==> config.mk <==
export PLATFORM = sky130hd
export DESIGN_NAME = fetch_queue
export DESIGN_NICKNAME = d
export VERILOG_FILES = /design/src/rtl/fetch_queue_pkg.sv /design/src/rtl/fetch_queue.sv
export SDC_FILE = /design/constraint.sdc
export NUM_CORES = 1
export LEC_CHECK = 0
export ABC_CLOCK_PERIOD_IN_PS = 8900
export BUFFER_PORTS_ARGS = -buffer_cell sky130_fd_sc_hd__buf_2
export CAP_MARGIN = 30
export CELL_PAD_IN_SITES_DETAIL_PLACEMENT = 0
export CELL_PAD_IN_SITES_GLOBAL_PLACEMENT = 2
export CORE_UTILIZATION = 46
export CTS_CLUSTER_SIZE = 10
export DETAILED_ROUTE_END_ITERATION = 6
export PLACE_DENSITY = 0.83
export SYNTH_ARGS = -nofsm -noshare
export SYNTH_HDL_FRONTEND = slang
export SYNTH_SLANG_ARGS = --single-unit
==> constraint.sdc <==
create_clock -name clk -period 8.9 [get_ports clk]
set_clock_uncertainty 0.1 [all_clocks]
set_input_delay 1.78 -clock clk [delete_from_list [all_inputs] [get_ports clk]]
set_output_delay 1.78 -clock clk [all_outputs]
set_load 0.05 [all_outputs]
==> src/rtl/fetch_queue_pkg.sv <==
// Shared types for the fetch queue: one buffered entry pairs an instruction with its PC.
package fetch_queue_pkg;

  typedef struct packed {
    logic [31:0] pc;
    logic [31:0] instr;
  } fetch_entry_t;

  localparam int INSTR_BYTES = 4;

endpackage

==> src/rtl/fetch_queue.sv <==
// Fetch back end: pairs memory read data with its PC, buffers pairs for decode,
// drives next-PC/stall to fetch and flushes everything on a redirect.
module fetch_queue
  import fetch_queue_pkg::*;
#(
  parameter int unsigned DEPTH    = 8,
  parameter logic [31:0] RESET_PC = 32'h8000_0000
) (
  input  logic        clk,
  input  logic        reset,
  input  logic [31:0] fetch_pc,
  input  logic [31:0] fetch_instr,
  output logic        stall,
  output logic [31:0] pc_update,
  input  logic        redirect,
  input  logic [31:0] redirect_target,
  output logic        deq_valid,
  input  logic        deq_ready,
  output logic [31:0] deq_pc,
  output logic [31:0] deq_instr
);

  localparam int unsigned PW = $clog2(DEPTH);

  fetch_entry_t  mem_q [DEPTH];
  logic [PW-1:0] head_q, head_d;
  logic [PW-1:0] tail_q, tail_d;
  logic [PW:0]   count_q, count_d;
  logic          req_valid_q;
  logic [31:0]   req_pc_q;
  logic          rst_prev_q;
  logic          enq;
  logic          fire;
  logic [PW+1:0] occupancy;

  // The in-flight request already owns a slot, so stalling on count+req_valid
  // guarantees its data always has somewhere to land.
  assign occupancy = {1'b0, count_q} + {{(PW+1){1'b0}}, req_valid_q};
  assign stall     = occupancy >= (PW+2)'(DEPTH);

  assign enq       = req_valid_q & ~redirect;
  assign deq_valid = (count_q != '0) & ~redirect;
  assign fire      = deq_valid & deq_ready;
  assign pc_update = redirect ? redirect_target : fetch_pc + 32'(INSTR_BYTES);
  assign deq_pc    = mem_q[head_q].pc;
  assign deq_instr = mem_q[head_q].instr;

  always_comb begin
    head_d  = head_q;
    tail_d  = tail_q;
    count_d = count_q;
    if (redirect) begin
      head_d  = '0;
      tail_d  = '0;
      count_d = '0;
    end else begin
      if (enq)  tail_d = tail_q + PW'(1);
      if (fire) head_d = head_q + PW'(1);
      case ({enq, fire})
        2'b10:   count_d = count_q + (PW+1)'(1);
        2'b01:   count_d = count_q - (PW+1)'(1);
        default: count_d = count_q;
      endcase
    end
  end

  always_ff @(posedge clk) begin
    if (reset) begin
      head_q      <= '0;
      tail_q      <= '0;
      count_q     <= '0;
      req_valid_q <= 1'b0;
      req_pc_q    <= '0;
    end else begin
      head_q      <= head_d;
      tail_q      <= tail_d;
      count_q     <= count_d;
      req_valid_q <= ~stall & ~redirect;
      req_pc_q    <= fetch_pc;
    end
    rst_prev_q <= reset;
  end

  always_ff @(posedge clk) begin
    if (!reset && enq) begin
      mem_q[tail_q] <= '{pc: req_pc_q, instr: fetch_instr};
    end
  end

  always_ff @(posedge clk) begin
    if (!reset) begin
      assert (!(enq && count_q == (PW+1)'(DEPTH)));
      assert (!(fire && count_q == '0));
      if (rst_prev_q) assert (fetch_pc == RESET_PC);
    end
  end

endmodule

==> flow_summary.json, run 1 <==
{
  "design.core.area_um2": 46460,
  "initial_core_util": 0.4657,
  "path_max_fanout": 14,
  "end_kind": "output port",
  "hold_buffers": 0,
  "synth-seq-area-share": 0.7532,
  "grt_start_max_net_pins": 65,
  "syn_area_per_cell_um2": 20.60,
  "critPathTopFamily": "simple AND/OR/NAND/NOR gates",
  "nFillCells": 3615,
  "required_ns": 7.02,
  "die_x_um": 218.9,
  "crit_arrival_ns": 4.07,
  "post_synth_num_cell_types": 45,
  "fin_tns_setup_ns": 0,
  "finalWorstSetupSlack_ns": 2.954,
  "cts_resized": 0,
  "seq_area_um2": 16310,
  "overflow": 0,
  "layout-drive-gt1-share": 0.3800,
  "clkTransAtPathRegs_ns": 0.05,
  "root_buffer": "clkbuf_16",
  "slew_violations": 0,
  "hold_viol_final": 0,
  "grt_first_pass_wirelength_mm": 66.03,
  "startpoint_type": "input pin",
  "power_density_nw_per_um2": 214.7,
  "synth_ff_type": "edfxtp_1",
  "period_share": 0.6680,
  "max_stage_delay_ns": 0.69,
  "cap_violations": 0,
  "finalSetupViolations": 0,
  "synth_edf_count": 512,
  "multi_input_area_um2": 5161,
  "drc": 0,
  "h-tree-depth": 3,
  "cpMostUsedCell": "buf_2",
  "die_h_um": 218.9,
  "route.vias.total": 10576,
  "outcome": "completed",
  "crit_buf_inv": 2,
  "fin_crit_ns": 5.946,
  "vdd_ir_drop_max_uv": 115.8,
  "cts_buffer_depth": 3,
  "track_usage": 0.1866,
  "syn_inst": 1050,
  "drt_iter0_markers": 669,
  "clock-sinks": 558,
  "port_buffers": 197,
  "hpwl_mm": 24.22,
  "timing.fmax_ghz": 0.1682,
  "area_delta_synth_final_pct": 17.04,
  "finalNetCount": 1394,
  "synthArstFlopShare": 0,
  "cts_tree": "built",
  "max-slew-margin-rel": 0.3656,
  "utilization": 0.5450,
  "ant_nets": 0,
  "cp_cell_sequence": "buf_2, ha_1, nand3_1, or4_4, or4_1, a31oi_1, buf_2",
  "holdCritPathClass": "reg2reg",
  "mostFrequentLayoutCell": "edfxtp_1",
  "worst_slew_pin_slew_ns": 0.9516,
  "dr.pass1.iters": 7,
  "cts-buffers-inserted": 66,
  "num_io_pins": 198,
  "synth_nets": 1158,
  "routed_wl_mm": 42.89,
  "path_class": "in2out",
  "cp_slowest_cell": "or4_4",
  "core.rowCount": 79,
  "via_per_inst": 5.477,
  "final_cell_mix": "512 x edfxtp_1, 197 x buf_2, 128 x mux4_2",
  "postCtsSetupRepairBufs": 0,
  "ys_ff_latch": 558,
  "grt_pass1_vias": 11087,
  "insertion_delay_ns": 0.56,
  "yosys_warnings": 0,
  "antenna_found_initial": 0,
  "p_leak_nw": 8.210,
  "hold_slack_ns": 0.4091,
  "synth_area_um2": 21630,
  "place_ws_ns": 2.967,
  "rsz0062_at_grt": "no",
  "fp.dieArea_um2": 47900,
  "globalplace.congestion": 0.7719,
  "post_drt_wl_per_cell_um": 22.21
}
## cell usage after synthesis, types with 6 or more instances
library cell / count / area share
edfxtp_1: 512 / 0.71
mux4_2: 128 / 0.13
mux2_2: 68 / 0.035
dfxtp_1: 46 / 0.043
nor2_1: 34 / 0.0059
clkbuf_1: 33 / 0.0057
nand2_1: 31 / 0.0054
nor2b_1: 29 / 0.0084
o21ai_0: 22 / 0.0051
nand3_1: 12 / 0.0028
xnor2_1: 12 / 0.0049
buf_2: 9 / 0.0021
nand4_1: 9 / 0.0026
xor2_1: 9 / 0.0036
buf_1: 8 / 0.0014
ha_1: 8 / 0.0046
inv_1: 8 / 0.0014
nor3_1: 8 / 0.0019
a31oi_1: 6 / 0.0017
or4_1: 6 / 0.0021
## layer usage
metal	vias to the layer above	GRT usage	share of wire
li1	4767	-	-
met1	5459	0.2570	0.44
met2	292	0.3030	0.49
met3	58	0.03784	0.061
met4	0	0.05301	0.016
met5	-	0	0
## cell type report
type / instances / share of cell area
tap: 607 / 0.02999
multi-input combinational: 433 / 0.2038
clock inverter: 4 / 0.001038
antenna: 3 / 0.0002965
timing repair buffer: 218 / 0.04645
inverter: 9 / 0.001334
sequential: 558 / 0.6440
clock buffer: 99 / 0.07303
## worst paths after layout
path                             startpoint       endpoint  slack (ns)  cells after the start
worst min-delay path             count_q[3]     count_q[3]        0.41                      2
worst min register to register   count_q[3]     count_q[3]        0.41                      2
worst max register to register  req_valid_q   mem_q[3][19]        5.82                      4
worst max-delay path            fetch_pc[2]  pc_update[30]        2.95                      7
## cells by family (layout without fill, tap and decap cells)
group | count (synthesis) | after routing | synth area share
AOI/OAI and AO/OA | 46 | 46 | 0.01319
xor gates and xnor gates | 21 | 21 | 0.008502
adders and majority gates | 8 | 8 | 0.004627
buffers and inverters | 59 | 330 | 0.01076
DFF | 558 | 558 | 0.7532
muxes | 199 | 199 | 0.1700
other | 0 | 3 | 0
and+or+nand+nor | 159 | 159 | 0.03967
## tightest hold or removal path, stage by stage, from the launching register on
cell and delay [ns]:
dfxtp_1 0.33, nand2_1 0.07, o21ai_0 0.06
## flip-flops by register name, indices dropped and copies added (netlist names), named ones only
signal and cells:
count_q 4, head_q 3, mem_q 512, req_pc_q 32
req_valid_q 1, tail_q 3
## where the power goes
| group | internal, W | switching [W] |
|---|---|---|
| Sequential | 0.00288 | 0.0000183 |
| Clock | 0.00142 | 0.000937 |
| Combinational | 0.0000558 | 0.000130 |
| Total | 0.00435 | 0.00109 |
## through the flow
stage	std cells	cell area [um2]	power (W)
after detailed placement	1825	23440	0.003135
after CTS	1928	25310	0.005499
after floorplan	1050	21630	0.003056
after global routing	1928	25310	0.005618
final	1931	25320	0.005436
after global placement	1823	23390	0.003130
Power figures use the tool's default switching activity.
==> run 2, diff against run 1 <==
--- a/config.mk
+++ b/config.mk
@@ -5,15 +5,16 @@
 export SDC_FILE = /design/constraint.sdc
 export NUM_CORES = 1
 export LEC_CHECK = 0
-export ABC_CLOCK_PERIOD_IN_PS = 8900
+export ABC_AREA = 1
+export ABC_CLOCK_PERIOD_IN_PS = 5880
 export BUFFER_PORTS_ARGS = -buffer_cell sky130_fd_sc_hd__buf_2
 export CAP_MARGIN = 30
 export CELL_PAD_IN_SITES_DETAIL_PLACEMENT = 0
 export CELL_PAD_IN_SITES_GLOBAL_PLACEMENT = 2
-export CORE_UTILIZATION = 46
+export CORE_UTILIZATION = 41
 export CTS_CLUSTER_SIZE = 10
 export DETAILED_ROUTE_END_ITERATION = 6
-export PLACE_DENSITY = 0.83
+export PLACE_DENSITY = 0.82
 export SYNTH_ARGS = -nofsm -noshare
 export SYNTH_HDL_FRONTEND = slang
 export SYNTH_SLANG_ARGS = --single-unit
==> constraint.sdc (replaced) <==
create_clock -name clk -period 5.88 [get_ports clk]
set_clock_uncertainty 0.1 [all_clocks]
set_input_delay 1.176 -clock clk [delete_from_list [all_inputs] [get_ports clk]]
set_output_delay 1.176 -clock clk [all_outputs]
set_load 0.05 [all_outputs]
==> flow_summary.json, run 2 <==
{
  "worstHoldPathCells": 2,
  "drc": 0,
  "yosys.area_share.simple": 0.1074,
  "synth_top_family_by_area": "simple AND/OR/NAND/NOR gates",
  "required_ns": 4.60,
  "area_delta_synth_final_pct": 16.24,
  "clkTransAtPathRegs_ns": 0.05,
  "max_stage_delay_ns": 0.61,
  "fin_tns_setup_ns": 0,
  "hpwl_mm": 30.48,
  "synth_area_um2": 22510,
  "swShare": 0.2062,
  "insertion_delay_ns": 0.57,
  "grt_use_met2": 0.3137,
  "cap_violations": 0,
  "clkPwrFrac": 0.434,
  "worst_slew_pin_slew_ns": 1.132,
  "grt_pass1_vias": 13861,
  "fp.dieArea_um2": 55850,
  "grt_start_max_net_pins": 197,
  "layout-drive-gt1-share": 0.1507,
  "synthArstFlopShare": 0,
  "p_seq_frac": 0.524,
  "cts_tree": "built",
  "crit_arrival_ns": 2.97,
  "internal_power_w": 0.006649,
  "finalNetCount": 2085,
  "route.vias.total": 13991,
  "reg2regPathDepth": 5,
  "core.rowCount": 85,
  "crit_buf_inv": 3,
  "synth_compound_area_frac": 0.07314,
  "place_ws_ns": 1.477,
  "syn_inst": 1786,
  "yosysTopAreaCell": "edfxtp_1",
  "holdCritPathClass": "reg2reg",
  "syn_area_per_cell_um2": 12.60,
  "power_frac_comb": 0.043,
  "dr.pass1.iters": 5,
  "globalplace.congestion": 0.8117,
  "hold_viol_final": 0,
  "finalSetupViolations": 0,
  "timing.fmax_ghz": 0.2355,
  "drt_iter0_markers": 913,
  "ant_nets": 0,
  "slew_violations": 0,
  "met1_usage": 0.2496,
  "cp_slowest_cell": "inv_1",
  "post_drt_wl_per_cell_um": 19.47,
  "post_synth_num_cell_types": 26,
  "synth_common_cells": "512 x edfxtp_1, 365 x nand2_1, 236 x nor2_1, 139 x o21ai_0",
  "largest-register": "mem_q",
  "final_cell_mix": "512 x edfxtp_1, 365 x nand2_1, 228 x nor2_1",
  "cts_buffer_depth": 3,
  "cts-buffers-inserted": 66,
  "muxShareOfSynthArea": 0.05691,
  "postCtsSetupRepairBufs": 0,
  "synth_most_common_cell": "edfxtp_1",
  "synthTopCellsByArea": "edfxtp_1 68%, nand2_1 6.1%, mux2i_1 5.7%",
  "outcome": "completed",
  "yosys_warnings": 0,
  "vdd_ir_drop_max_uv": 182.8,
  "largest_reg_flops": 512,
  "grt_first_pass_wirelength_mm": 80.47,
  "p_leak_nw": 9.153,
  "max-slew-margin-rel": 0.2451,
  "power_density_nw_per_um2": 320.1,
  "grt-busiest-layer": "met2",
  "cts_resized": 0,
  "num_io_pins": 198,
  "antenna_found_initial": 1,
  "rsz0062_at_grt": "no",
  "hold_buffers": 0,
  "h-tree-depth": 3,
  "placed_cell_area_um2": 24240,
  "synth_ff_type": "edfxtp_1",
  "r2r_setup_slack_ns": 3.28,
  "end_kind": "output port",
  "cpMostUsedCell": "buf_2",
  "design.core.area_um2": 54030,
  "antenna_cells": 0,
  "reg.largest.list": "mem_q: 512 flops, req_pc_q: 32 flops, count_q: 4 flops",
  "port_buffers": 197,
  "met3_usage": 0.03675,
  "overflow": 0,
  "synth_fa_ha_area_frac": 0.004446,
  "path_max_fanout": 36,
  "root_buffer": "clkbuf_16",
  "p_switching_w": 0.001727,
  "path_class": "in2out",
  "synth_edf_count": 512,
  "period_share": 0.7221,
  "die_h_um": 236.3,
  "via_per_inst": 5.168,
  "stdcell_area_um2": 26170,
  "initial_core_util": 0.4167,
  "routed_wl_mm": 52.70,
  "cp.depth": 4,
  "synth_xor_area_frac": 0.002334,
  "critPathTopFamily": "buffers and inverters",
  "synth_nets": 1894,
  "yosysTopAreaCellShare": 0.6830,
  "finalWorstSetupSlack_ns": 1.634,
  "track_usage": 0.1875,
  "mostFrequentLayoutCell": "edfxtp_1",
  "clock-sinks": 558,
  "synth-seq-area-share": 0.7239,
  "cp_cell_sequence": "buf_2, inv_1, a31oi_1, buf_2",
  "die_x_um": 236.3,
  "fin_crit_ns": 4.246,
  "startpoint_type": "input pin",
  "ys_ff_latch": 558
}
run 2: final cells by class:
class	count	area, um2
sequential	558	16310
inverter	65	246.5
fill	4803	27860
clock buffer	98	1857
timing repair buffer	217	1274
tap	696	870.8
multi-input combinational	1069	5558
clock inverter	4	55.05
run 2: power by group through the flow:
stage	registers [W]	clock network, W	logic, W
after floorplan	0.00445	0	0.000227
after global placement	0.00446	0	0.000356
after detailed placement	0.00446	0	0.000359
after CTS	0.00438	0.00372	0.000360
after global routing	0.00439	0.00388	0.000388
final	0.00439	0.00363	0.000357
run 2: cells by family (layout without fill, tap and decap cells):
family,Yosys count,count (layout)
multiplexers,128,128
AO/OA/AOI/OAI,295,295
adder cells (fa/ha/maj),8,8
buffers and inverters,159,384
AND/OR/NAND/NOR,632,632
flip-flops,558,558
XOR/XNOR,6,6
run 2: worst reg2reg max path: stages (launching register included):
cell and delay, ns:
dfxtp_1 0.37, inv_1 0.10, nor2_1 0.25, nand2_1 0.29, nor2_4 0.69, buf_4 0.47
run 2: layer usage:
metal | wire, um | vias up
met2 | 25520 | 325
met3 | 2564 | 49
met1 | 23950 | 6828
li1 | - | 6789
met5 | 0 | -
met4 | 665 | 0
run 2: path summary, 6_finish.rpt:
| kind | start | end |
|---|---|---|
| setup reg to reg | req_valid_q | mem_q[0][43] |
| hold / removal | req_valid_q | tail_q[0] |
| hold reg to reg | req_valid_q | tail_q[0] |
| setup / recovery | redirect | pc_update[13] |
run 2: per-stage QoR:
step | hold WS, ns | utilization | power [W] | std cells
final | 0.4018 | 0.4843 | 0.008376 | 2707
after global routing | 0.4481 | 0.4843 | 0.008652 | 2707
after global placement | 0.3961 | 0.4482 | 0.004818 | 2603
after floorplan | 0.3558 | - | 0.004682 | 1786
after CTS | 0.4070 | 0.4840 | 0.008462 | 2706
after detailed placement | 0.3978 | 0.4486 | 0.004824 | 2604
